**config.mk**
```make
export PLATFORM = sky130hd
export DESIGN_NAME = memory_master_queue
export DESIGN_NICKNAME = d
export VERILOG_FILES = /design/src/rtl/memory_master_queue.sv
export SDC_FILE = /design/constraint.sdc
export NUM_CORES = 1
export LEC_CHECK = 0
export ABC_AREA = 1
export BUFFER_PORTS_ARGS = -buffer_cell sky130_fd_sc_hd__buf_4
export CORE_AREA = 2 2 229 118
export DETAILED_ROUTE_END_ITERATION = 8
export DIE_AREA = 0 0 231 120
export PLACE_DENSITY_LB_ADDON = 0.3
export SLEW_MARGIN = 15
export SYNTH_ARGS = -nofsm -noshare
export SYNTH_HDL_FRONTEND = slang
export SYNTH_SLANG_ARGS = --single-unit
```
**constraint.sdc**
```tcl
create_clock -name clock -period 3.3 [get_ports clock]
set_clock_uncertainty 0.2 [all_clocks]
set_input_delay 0.825 -clock clock [delete_from_list [all_inputs] [get_ports clock]]
set_output_delay 0.825 -clock clock [all_outputs]
set_load 0.02 [all_outputs]
```
**src/rtl/memory_master_queue.sv**
```systemverilog
// Host-command-driven memory bus master: command words load request registers,
// launch one request per SEND assertion and queue matching responses in a FIFO.
module memory_master_queue #(
    parameter int ADDR_WIDTH = 32,
    parameter int DATA_WIDTH = 24,
    parameter int ID_WIDTH   = 8,
    parameter int RX_DEPTH   = 4
) (
    input  logic                  clock,
    input  logic                  resetN,
    input  logic [31:0]           in,
    output logic [31:0]           out,
    output logic [ADDR_WIDTH-1:0] msAddress,
    output logic [DATA_WIDTH-1:0] msData,
    output logic [ID_WIDTH-1:0]   msID,
    output logic                  msWrite,
    output logic                  msValid,
    input  logic                  msTaken,
    input  logic [DATA_WIDTH-1:0] smData,
    input  logic [ID_WIDTH-1:0]   smID,
    input  logic                  smValid,
    output logic                  smTaken
);

    localparam logic [7:0] OP_ADDR_LO  = 8'd1;
    localparam logic [7:0] OP_ADDR_HI  = 8'd2;
    localparam logic [7:0] OP_DATA     = 8'd3;
    localparam logic [7:0] OP_ID       = 8'd4;
    localparam logic [7:0] OP_WRITE    = 8'd5;
    localparam logic [7:0] OP_SEND     = 8'd6;
    localparam logic [7:0] OP_PENDING  = 8'd7;
    localparam logic [7:0] OP_GET_DATA = 8'd8;
    localparam logic [7:0] OP_GET_ID   = 8'd9;
    localparam logic [7:0] OP_GET_VLD  = 8'd10;
    localparam logic [7:0] OP_POP      = 8'd11;
    localparam logic [7:0] OP_FLUSH    = 8'd12;
    localparam logic [7:0] OP_STRIDE   = 8'd13;
    localparam logic [7:0] OP_GET_CNT  = 8'd14;

    localparam int PW = $clog2(RX_DEPTH);
    localparam int CW = PW + 1;

    logic [7:0]            w_op;
    logic [23:0]           w_field;
    logic [ADDR_WIDTH-1:0] w_addr_lower;
    logic [ADDR_WIDTH-1:0] w_addr_upper;
    logic                  w_handshake;
    logic                  w_full;
    logic                  w_empty;
    logic                  w_push;
    logic                  w_pop;

    logic [23:0]           r_stride;
    logic                  r_sent;
    logic                  r_popped;
    logic [PW-1:0]         r_rd_ptr;
    logic [PW-1:0]         r_wr_ptr;
    logic [CW-1:0]         r_count;
    logic [DATA_WIDTH-1:0] r_fifo_data [RX_DEPTH];
    logic [ID_WIDTH-1:0]   r_fifo_id   [RX_DEPTH];

    assign w_op    = in[31:24];
    assign w_field = in[23:0];

    // Address bits above 23 only exist for wide buses; narrow buses drop the upper load.
    generate
        if (ADDR_WIDTH > 24) begin : g_wide_addr
            localparam int UW = ADDR_WIDTH - 24;
            assign w_addr_lower = {msAddress[ADDR_WIDTH-1:24], w_field};
            assign w_addr_upper = {UW'(w_field), msAddress[23:0]};
        end else begin : g_narrow_addr
            assign w_addr_lower = ADDR_WIDTH'(w_field);
            assign w_addr_upper = msAddress;
        end
    endgenerate

    assign w_handshake = msValid && msTaken;
    assign w_full      = (r_count == CW'(RX_DEPTH));
    assign w_empty     = (r_count == '0);
    assign smTaken     = (smID == msID) && !w_full && (w_op != OP_FLUSH);
    assign w_push      = smValid && smTaken;
    assign w_pop       = (w_op == OP_POP) && !r_popped && !w_empty;

    // Request side: loads are frozen while a request is outstanding.
    always_ff @(posedge clock or negedge resetN) begin
        if (!resetN) begin
            msAddress <= '0;
            msData    <= '0;
            msID      <= '0;
            msWrite   <= 1'b0;
            msValid   <= 1'b0;
            r_stride  <= '0;
            r_sent    <= 1'b0;
        end else begin
            if (w_op != OP_SEND) begin
                r_sent <= 1'b0;
            end else if (w_handshake) begin
                r_sent <= 1'b1;
            end

            if (w_handshake) begin
                msValid   <= 1'b0;
                msAddress <= msAddress + ADDR_WIDTH'(r_stride);
            end else if (!msValid) begin
                case (w_op)
                    OP_ADDR_LO: msAddress <= w_addr_lower;
                    OP_ADDR_HI: msAddress <= w_addr_upper;
                    OP_DATA:    msData    <= DATA_WIDTH'(w_field);
                    OP_ID:      msID      <= ID_WIDTH'(w_field);
                    OP_WRITE:   msWrite   <= w_field[0];
                    OP_STRIDE:  r_stride  <= w_field;
                    OP_SEND:    msValid   <= !r_sent;
                    default:    ;
                endcase
            end
        end
    end

    // Response FIFO control; FLUSH overrides any push or pop in the same cycle.
    always_ff @(posedge clock or negedge resetN) begin
        if (!resetN) begin
            r_rd_ptr <= '0;
            r_wr_ptr <= '0;
            r_count  <= '0;
            r_popped <= 1'b0;
        end else begin
            r_popped <= (w_op == OP_POP);
            if (w_op == OP_FLUSH) begin
                r_rd_ptr <= '0;
                r_wr_ptr <= '0;
                r_count  <= '0;
            end else begin
                if (w_push) begin
                    r_wr_ptr <= r_wr_ptr + 1'b1;
                end
                if (w_pop) begin
                    r_rd_ptr <= r_rd_ptr + 1'b1;
                end
                r_count <= r_count + CW'(w_push) - CW'(w_pop);
            end
        end
    end

    always_ff @(posedge clock) begin
        if (w_push) begin
            r_fifo_data[r_wr_ptr] <= smData;
            r_fifo_id[r_wr_ptr]   <= smID;
        end
    end

    always_comb begin
        out = '0;
        case (w_op)
            OP_PENDING:  out = {31'd0, msValid};
            OP_GET_DATA: out = w_empty ? '0 : 32'(r_fifo_data[r_rd_ptr]);
            OP_GET_ID:   out = w_empty ? '0 : 32'(r_fifo_id[r_rd_ptr]);
            OP_GET_VLD:  out = {31'd0, !w_empty};
            OP_GET_CNT:  out = 32'(r_count);
            default:     out = '0;
        endcase
    end

endmodule

```
==> reports/results.ini, run 1 <==
[run_status]
status = complete, no violations

[worst_setup_path]
worstPathCellList = buf_4, nor2_1, nand2_2, nor2_2, nand2_2, buf_4, a21oi_1, buf_4
startpoint_type = input port
crit_path_frequent_cell = buf_4
path_max_fanout = 16
max_stage_delay_ns = 0.26
endpoint_kind = primary output
startpoint = in[31]
critPathSlowestCell = nor2_2
cp_top_family = simple AND/OR/NAND/NOR gates
crit_type = in -> out
rr_startpoint = msAddress[0]
worstPathRequired_ns = 2.27
crit_buf_inv = 3
critical_path_arrival_ns = 2.16

[clock_network]
cts_buffer_depth = 3
cts.sinks = 227
cts.repair.resized = 0
h-tree-depth = 1
hold_buffers = 0
clk-insertion-delay-late_ns = 0.52
cts_buffers = 22
post_cts_buffers = 0
cts_tree = done
cts.reportedPaths.clkPinSlew_ns = 0.06
root_buffer = clkbuf_16

[grt]
met1_usage = 0.4064
grt_pass1_vias = 8602
grt_max_degree = 66
met2_usage = 0.3087
grt_antenna_before_repair = 0
gr-usage-met3 = 0.06630
grt_busiest_layer = met1
grt_pass1_wl_um = 51030
grtUsageTotal = 0.2433
grt_overflow = 0

[synth]
synth_compound_area_frac = 0.1145
synth_cell_types = 47
syn-cell-area_sq_um = 11680
synth_top_family_by_area = simple AND/OR/NAND/NOR gates
synthSimpleGateAreaFrac = 0.2162
synthXorXnorAreaFrac = 0.008246
yosysSeqAreaShare = 0.5410
synth-seq-cells = 227
synthMuxAreaShare = 0
synth_cells = 1350
synth_adder_area_share = 0.03555
yosys_warnings = 0
synth-async-reset-ratio = 0.4361
synthFlopType = edfxtp_1
synth_edf_count = 128
synth_area_per_cell_sq_um = 8.655

[placement]
place_ws_ns = 0.1513
port_buffers = 158
hpwlAfterDp_um = 25410
gp_congestion = 1.005

[drt]
drt_iter0_drc = 1161
dr.pass1.iters = 6
wl_um = 34190
vias_per_cell = 5.157
vias = 9742
ant_nets = 0
drc = 0
wire_per_inst_um = 18.10

[finish]
layout_commonest_cell = nand2_1
area_growth_pct = 21.19
mostFrequentLayoutCells = nand2_1, buf_4, nor2_1
antenna_cells = 0
nets = 1621
drive_above_1_share = 0.1770
n_fill_cell = 2334
post-route-util = 0.5477

[pwr]
power_density_nw_per_um2 = 553.5
p_switching_mw = 2.513
sw_frac_of_total = 0.3207
p_comb_frac = 0.235
peakVddDrop_uv = 344.3
seq_power_share = 0.433
p_int_mw = 5.323
p_clk_frac = 0.332
p_leak_nw = 6.531
power_mw = 7.837

[timing]
drv_slew = 0
worst_slack_ns = 0.1179
timing.final.crit_share = 0.9643
worst_slew_pin_slew_ns = 0.5131
max_freq_ghz = 0.3143
rsz0062_at_grt = no
period_minus_slack_ns = 3.182
setup_violations = 0
slew_headroom = 0.6580
hold_viol_final = 0

[floorplan]
die_width_um = 231
die_h_um = 120
start_util = 0.4519
die-area_sq_um = 27720
ios = 167
num_rows = 42
coreArea_sq_um = 25850

[flow_run]
maxCapViolCount = 0

[worst_hold_path]
worstHoldPathType = in -> async

## path summary, 6_finish.rpt
path	slack, ns	end	cells after the start
min	0.07	r_stride[9]	1
min in group clock	0.29	r_stride[4]	2
min reg2reg	0.29	r_stride[4]	2
max reg2reg	0.61	msAddress[30]	14
max	0.12	out[16]	8
max in group asynchronous	2.11	msAddress[19]	2
## area by class of cell
cell class,instances,area [sq um],area share
tap,352,440.4,0.03110
clock buffer,25,603.1,0.04259
inverter,179,674.4,0.04763
multi-input combinational,900,4427,0.3126
sequential,227,6322,0.4465
clock inverter,15,141.4,0.009985
timing repair buffer,191,1551,0.1096
## per-stage QoR
step / hold WS (ns) / cells / cell area, sq um / TNS, ns
floorplan: 0.2570 / 1357 / 11710 / -16.81
global placement: 0.2675 / 1847 / 13350 / 0
detailed placement: 0.2783 / 1847 / 13350 / 0
CTS: 0.08631 / 1887 / 14090 / 0
global route: 0.1081 / 1889 / 14160 / 0
finish: 0.07239 / 1889 / 14160 / 0
## sequential cells by signal (all words and copies together) (netlist names)
register	count
r_fifo_data	96
msAddress	32
r_fifo_id	32
msData	24
r_stride	24
msID	8
r_count	3
r_rd_ptr	2
r_wr_ptr	2
msValid	1
msWrite	1
r_popped	1
r_sent	1
## per-layer routing
layer / vias to the layer above / routed length [um]
li1: 4754 / -
met3: 37 / 3535
met4: 0 / 393
met5: - / 0
met2: 398 / 12820
met1: 4553 / 17450
## kinds of logic (layout without fill, tap and decap cells)
| group | count (synthesis) | in the layout |
|---|---|---|
| simple gates | 603 | 603 |
| other cells | 1 | 8 |
| flops | 227 | 227 |
| buf+inv | 230 | 410 |
| xor+xnor | 11 | 11 |
| fa+ha+maj | 32 | 32 |
| compound gates | 246 | 246 |
## Yosys cell counts, drive strengths merged, types with 2 or more instances
master | number | area share
nand2 | 330 | 0.11
nor2 | 184 | 0.060
inv | 178 | 0.057
o21ai | 142 | 0.062
edfxtp | 128 | 0.33
dfrtp | 99 | 0.21
a21oi | 64 | 0.027
nand3 | 56 | 0.026
buf | 32 | 0.020
ha | 30 | 0.032
clkbuf | 19 | 0.0065
o22ai | 15 | 0.0080
a31oi | 11 | 0.0059
nor3 | 11 | 0.0071
nand4 | 8 | 0.0043
xnor2 | 6 | 0.0045
a32o | 5 | 0.0043
nand3b | 5 | 0.0032
xor2 | 5 | 0.0037
nor4 | 3 | 0.0032
o211ai | 3 | 0.0019
or2 | 3 | 0.0016
and2 | 2 | 0.0011
fa | 2 | 0.0034
## power by group through the flow
stage / combinational (mW) / sequential [mW] / clock [mW]
after floorplan: 0.947 / 3.53 / 0
after global placement: 1.76 / 3.44 / 0
after detailed placement: 1.79 / 3.44 / 0
after CTS: 1.80 / 3.38 / 2.65
after global routing: 2.03 / 3.41 / 2.78
final: 1.84 / 3.39 / 2.60
Note: power is estimated with default switching activity, not from simulation.
==> run 2, diff against run 1 <==
Settings changed: CTS_BUF_LIST set to sky130_fd_sc_hd__clkbuf_16.
Clock period 3.3 ns to 3.29 ns, I/O delays scaled along.
==> run 2 against run 1 <==
Against the previous run: power down 2.5%; largest cell class unchanged; utilization down 0.57 points; cell count down 0.37%; clock-buffer cell count down 2; via count up 0.83%; worst setup slack worse by 0.057 ns; flip-flop and latch count unchanged; non-clock buffer count down 7; wire length up 0.41%; critical path depth down 1; global-route usage up 0.64 points; final area down 1.0%.
==> reports/results.ini, run 2 (synthesis gave the netlist of run 1 again) <==
[finish]
n_fill_cell = 2379
drive_above_1_share = 0.1719
regMostFlops = r_fifo_data
antenna_cells = 0
nets = 1614
largest_reg_flops = 96
mostFrequentLayoutCells = nand2_1, buf_4, nor2_1
multiInputGateArea_sq_um = 4420
top_regs = r_fifo_data x96, msAddress x32, r_fifo_id x32
area_growth_pct = 19.93
regArea_sq_um = 6324
post-route-util = 0.5420
layout_commonest_cell = nand2_1

[clock_network]
root_buffer = clkbuf_16
clk-insertion-delay-late_ns = 0.54
cts.reportedPaths.clkPinSlew_ns = 0.07
h-tree-depth = 1
cts_tree = done
cts_buffer_depth = 3
cts_buffers = 22
post_cts_buffers = 0
cts.sinks = 227

[timing]
setup_violations = 0
setup_tns_ns = 0
timing.final.crit_share = 0.9814
worst_slack_ns = 0.06117
rsz0062_at_grt = yes
hold_viol_final = 0
worst_slew_pin_slew_ns = 0.6027
whs_ns = 0.1481
drv_slew = 0
period_minus_slack_ns = 3.229
slew_headroom = 0.5982
max_freq_ghz = 0.3097

[worst_setup_path]
path_max_fanout = 33
worstPathRequired_ns = 2.27
endpoint_kind = primary output
critical_path_arrival_ns = 2.21
crit_path_frequent_cell = buf_4
cp_num_cells = 7
crit_buf_inv = 3
crit_type = reg -> out
max_stage_delay_ns = 0.42
rr_startpoint = msAddress[19]
cp_top_family = compound AO/OA/AOI/OAI gates
startpoint = r_rd_ptr[0]
worstPathCellList = buf_12, o21ai_0, o22ai_1, nand2_1, a311oi_1, buf_4, buf_4
critPathSlowestCell = dfrtp_2
startpoint_type = register
r2r_cells = 10

[floorplan]
die-area_sq_um = 27720
start_util = 0.4519
die_width_um = 231
coreArea_sq_um = 25850
die_h_um = 120
ios = 167
num_rows = 42

[drt]
wire_per_inst_um = 18.24
drc = 0
vias = 9823
vias_per_cell = 5.219
drt_iter0_drc = 988
dr.pass1.iters = 6
ant_nets = 0
wl_um = 34330

[placement]
gp_congestion = 1.016
port_buffers = 158
place_ws_ns = 0.1339
hpwlAfterDp_um = 25340

[worst_hold_path]
worstHoldPathType = in -> async

[grt]
grt_pass1_wl_um = 52630
grt_max_degree = 100
met1_usage = 0.4164
grtUsageTotal = 0.2497
grt_antenna_before_repair = 1
grt_overflow = 0
grt_pass1_vias = 8977
met2_usage = 0.3153
gr-usage-met3 = 0.07058
grt_busiest_layer = met1

[pwr]
peakVddDrop_uv = 305.7
p_leak_nw = 6.463
power_mw = 7.637
power_density_nw_per_um2 = 545.0

[run_status]
status = complete, no violations

[flow_run]
maxCapViolCount = 0

-- run 2: power breakdown --
group          leakage (nW)  total, mW  switching, mW  internal, mW
Combinational          3.70       1.83           1.18         0.654
Sequential             2.44       3.40          0.212          3.19
Clock                 0.324       2.40           1.13          1.28
-- run 2: worst reg2reg max path, cell delays in order, from the launching register on --
cell     delay, ns
dfrtp_1       0.42
ha_1          0.45
nand2_1       0.33
inv_1         0.07
a21oi_1       0.40
nand2_1       0.17
inv_1         0.12
nand3_1       0.09
nand2_1       0.07
nand3_1       0.19
a21oi_1       0.18
-- run 2: per-layer routing --
layer  routed length, um  vias to the layer above
met2               13020                      426
met4                 398                        0
met1               17210                     4628
met5                   0                        -
li1                    -                     4740
met3                3702                       29
-- run 2: stage by stage --
stage | instance area (sq um) | cells
after floorplan | 11710 | 1357
after global placement | 13300 | 1841
after detailed placement | 13300 | 1841
after CTS | 14010 | 1882
after global routing | 14010 | 1882
final | 14010 | 1882
-- run 2: final cells by class --
| class | count | share of cell area |
|---|---|---|
| Sequential cell | 227 | 0.4513 |
| Multi-Input combinational cell | 900 | 0.3155 |
| Timing Repair Buffer | 184 | 0.1060 |
| Inverter | 179 | 0.04813 |
| Clock buffer | 23 | 0.04108 |
| Tap cell | 352 | 0.03143 |
| Clock inverter | 17 | 0.006608 |
-- run 2: timing repair --
action                                  4_1_cts  5_1_grt
endpoints found under the setup margin        3        6
pin swaps                                     0        0
endpoints found under the hold margin         0        0
hold buffers                                  0        0
cloned                                        1        0
gates resized for setup                       2        3
-- run 2: path summary, 6_finish.rpt --
check / endpoint / slack, ns
max: out[2] / 0.06
min: r_stride[10] / 0.15
max reg2reg: msAddress[21] / 0.53
min reg2reg: msData[10] / 0.29
max in group asynchronous: r_rd_ptr[0] / 2.27
min in group clock: r_fifo_data[3][13] / 0.29
==> run 3, diff against run 2 <==
Settings changed: ABC_AREA 1 to not set, CORE_AREA 2 2 229 118 to 2 2 220 114, DIE_AREA 0 0 231 120 to 0 0 222 116.
==> run 3 against run 2 <==
Against the previous run: non-clock buffer count grew 42; critical path type is now in -> out; sequential share of layout area is 0.66 points higher; critical endpoint is now smTaken; clock-buffer cell count is 2 lower; the flow now finishes with violations (negative setup slack); global-route usage down 2.9 points; wire length is 17% lower; fmax fell by 6.2%; via count down 23%; combinational power down 29%; synthesized area decreased by 7.9%; cell count down 29%.
==> reports/results.ini, run 3 <==
[finish]
largest_reg_flops = 96
top_regs = r_fifo_data x96, msAddress x32, r_fifo_id x32
regMostFlops = r_fifo_data
drive_above_1_share = 0.3949
multiInputGateArea_sq_um = 4403
area_growth_pct = 28.34
mostFrequentLayoutCells = buf_4, edfxtp_1, dfrtp_1
layout_commonest_cell = buf_4
nets = 1104
regArea_sq_um = 6324
n_fill_cell = 1880
antenna_cells = 0

[synth]
synth_cells = 797
yosysSeqAreaShare = 0.5874
synth-async-reset-ratio = 0.4361
yosysMostFrequentCell = edfxtp_1
synth-seq-cells = 227
yosys-top-cells-area = edfxtp_1, dfrtp_1, mux4_2
yosys_warnings = 0
yosysTopAreaCell = edfxtp_1
synth_common_cells = edfxtp_1, dfrtp_1, mux2_2
synth_area_per_cell_sq_um = 13.50
synth_edf_count = 128
syn-cell-area_sq_um = 10760
synthFlopType = edfxtp_1
synth_top_area_frac = 0.3572
synth_cell_types = 65

[placement]
place_ws_ns = -0.3987
port_buffers = 158
gp_congestion = 0.8876
hpwlAfterDp_um = 20410

[run_status]
failed_checks = negative setup slack
status = complete, but fails checks

[grt]
grt_antenna_before_repair = 1
grt_pass1_vias = 7223
grt_pass1_wl_um = 43150
grt_overflow = 0
grt_max_degree = 43
grtUsageTotal = 0.2207

[timing]
slew_headroom = 0.5809
period_minus_slack_ns = 3.441
max_freq_ghz = 0.2906
rsz0062_at_grt = yes
setup_violations = 23
hold_viol_final = 0
drv_slew = 0
timing.final.crit_share = 1.046
worst_slack_ns = -0.1507
worst_slew_pin_slew_ns = 0.6249
setup_tns_ns = -1.372

[pwr]
p_switching_mw = 1.916
p_clk_frac = 0.339
peakVddDrop_uv = 336.4
power_density_nw_per_um2 = 505.3
power_mw = 6.978
p_leak_nw = 5.864
sw_frac_of_total = 0.2746
seq_power_share = 0.474
p_comb_frac = 0.187
p_int_mw = 5.062

[worst_hold_path]
hold_end = msValid
worstHoldPathType = reg -> reg
hold_depth = 1
worstHoldStart = r_sent

[worst_setup_path]
worstPathRequired_ns = 2.27
startpoint_type = input port
reg2reg_slack_ns = 0.12
critical_path_arrival_ns = 2.42
crit_type = in -> out
max_stage_delay_ns = 0.55
worstPathCellList = buf_4, xnor2_2, nand4_1, or4_4, a2111oi_4, buf_4, buf_6
rr_startpoint = msID[7]
critPathSlowestCell = or4_4
r2r_end = r_count[2]
endpoint_kind = primary output
r2r_cells = 12
crit_path_frequent_cell = buf_4
path_max_fanout = 6

[drt]
drc = 0
dr.pass1.iters = 5
wire_per_inst_um = 21.45
ant_nets = 0
drt_iter0_drc = 703
vias_per_cell = 5.653
vias = 7536
wl_um = 28600

[flow_run]
maxCapViolCount = 0

[floorplan]
ios = 167
start_util = 0.4545
die-area_sq_um = 25750
die_width_um = 222
num_rows = 40
coreArea_sq_um = 23670
die_h_um = 116

[clock_network]
cts_buffer_depth = 3
cts_buffers = 21
cts.sinks = 227
cts.reportedPaths.clkPinSlew_ns = 0.06
cts_tree = done
clk-insertion-delay-late_ns = 0.51
h-tree-depth = 1
root_buffer = clkbuf_16

-- run 3: worst max path at each step --
stage | from | endpoint | slack (ns) | cells past startpoint
floorplan | smID[7] | r_count[2] | -0.27 | 12
global placement | in[29] | r_count[2] | -0.33 | 12
detailed placement | in[29] | r_count[2] | -0.40 | 12
CTS | in[28] | smTaken | -0.12 | 7
global route | msID[7] | smTaken | -0.22 | 6
finish | smID[7] | smTaken | -0.15 | 7
-- run 3: metrics by stage --
step / hold slack (ns) / instances / utilization / cell area, sq um
6_report: 0.2634 / 1333 / 0.5834 / 13810
4_1_cts: 0.2616 / 1327 / 0.5705 / 13510
3_3_place_gp: 0.2412 / 1285 / 0.5384 / 12740
3_5_place_dp: 0.2530 / 1285 / 0.5384 / 12740
2_1_floorplan: 0.2310 / 804 / - / 10840
5_1_grt: 0.2823 / 1333 / 0.5834 / 13810
-- run 3: per-layer routing --
metal / vias up / routed length (um) / GRT usage
met5: - / 0 / 0
met4: 0 / 445 / 0.04550
met3: 30 / 2361 / 0.05578
met2: 291 / 11170 / 0.2895
met1: 3788 / 14630 / 0.3600
li1: 3427 / - / -
-- run 3: timing repair --
action                                 in CTS  in global routing
buffers inserted                            5                  4
pin swaps                                  10                  4
hold buffers                                1                  0
gates resized for setup                    20                 52
cloned                                      0                  2
setup endpoints to repair                  25                 29
endpoints found under the hold margin       3                  0
-- run 3: layout make-up --
cell class / instances / area share
Clock buffer: 21 / 0.03805
Clock inverter: 16 / 0.008698
Inverter: 15 / 0.004077
Timing Repair Buffer: 226 / 0.1439
Sequential cell: 227 / 0.4579
Multi-Input combinational cell: 513 / 0.3188
Tap cell: 315 / 0.02854
-- run 3: critical path, delay by kind of cell --
family / cells / cell delay (ns)
AOI/OAI and AO/OA: 1 / 0.28
xor gates and xnor gates: 1 / 0.16
buffers and inverters: 3 / 0.48
and+or+nand+nor: 2 / 0.67
-- run 3: power by group through the flow --
| stage | sequential, mW | clock (mW) | combinational (mW) |
|---|---|---|---|
| after floorplan | 3.44 | 0 | 0.637 |
| final | 3.31 | 2.37 | 1.30 |
| after global routing | 3.33 | 2.54 | 1.41 |
| after CTS | 3.30 | 2.41 | 1.27 |
| after detailed placement | 3.37 | 0 | 1.24 |
| after global placement | 3.37 | 0 | 1.22 |
-- run 3: logic make-up (layout without fill, tap and decap cells) --
kind of cell / Yosys count / count (layout) / share of synthesized area
xor+xnor: 33 / 33 / 0.02686
simple gates: 208 / 208 / 0.1028
fa+ha+maj: 32 / 32 / 0.03860
other cells: 1 / 8 / 0.0003485
compound gates: 138 / 138 / 0.08361
buf+inv: 64 / 278 / 0.02895
mux: 94 / 94 / 0.1314
flops: 227 / 227 / 0.5874
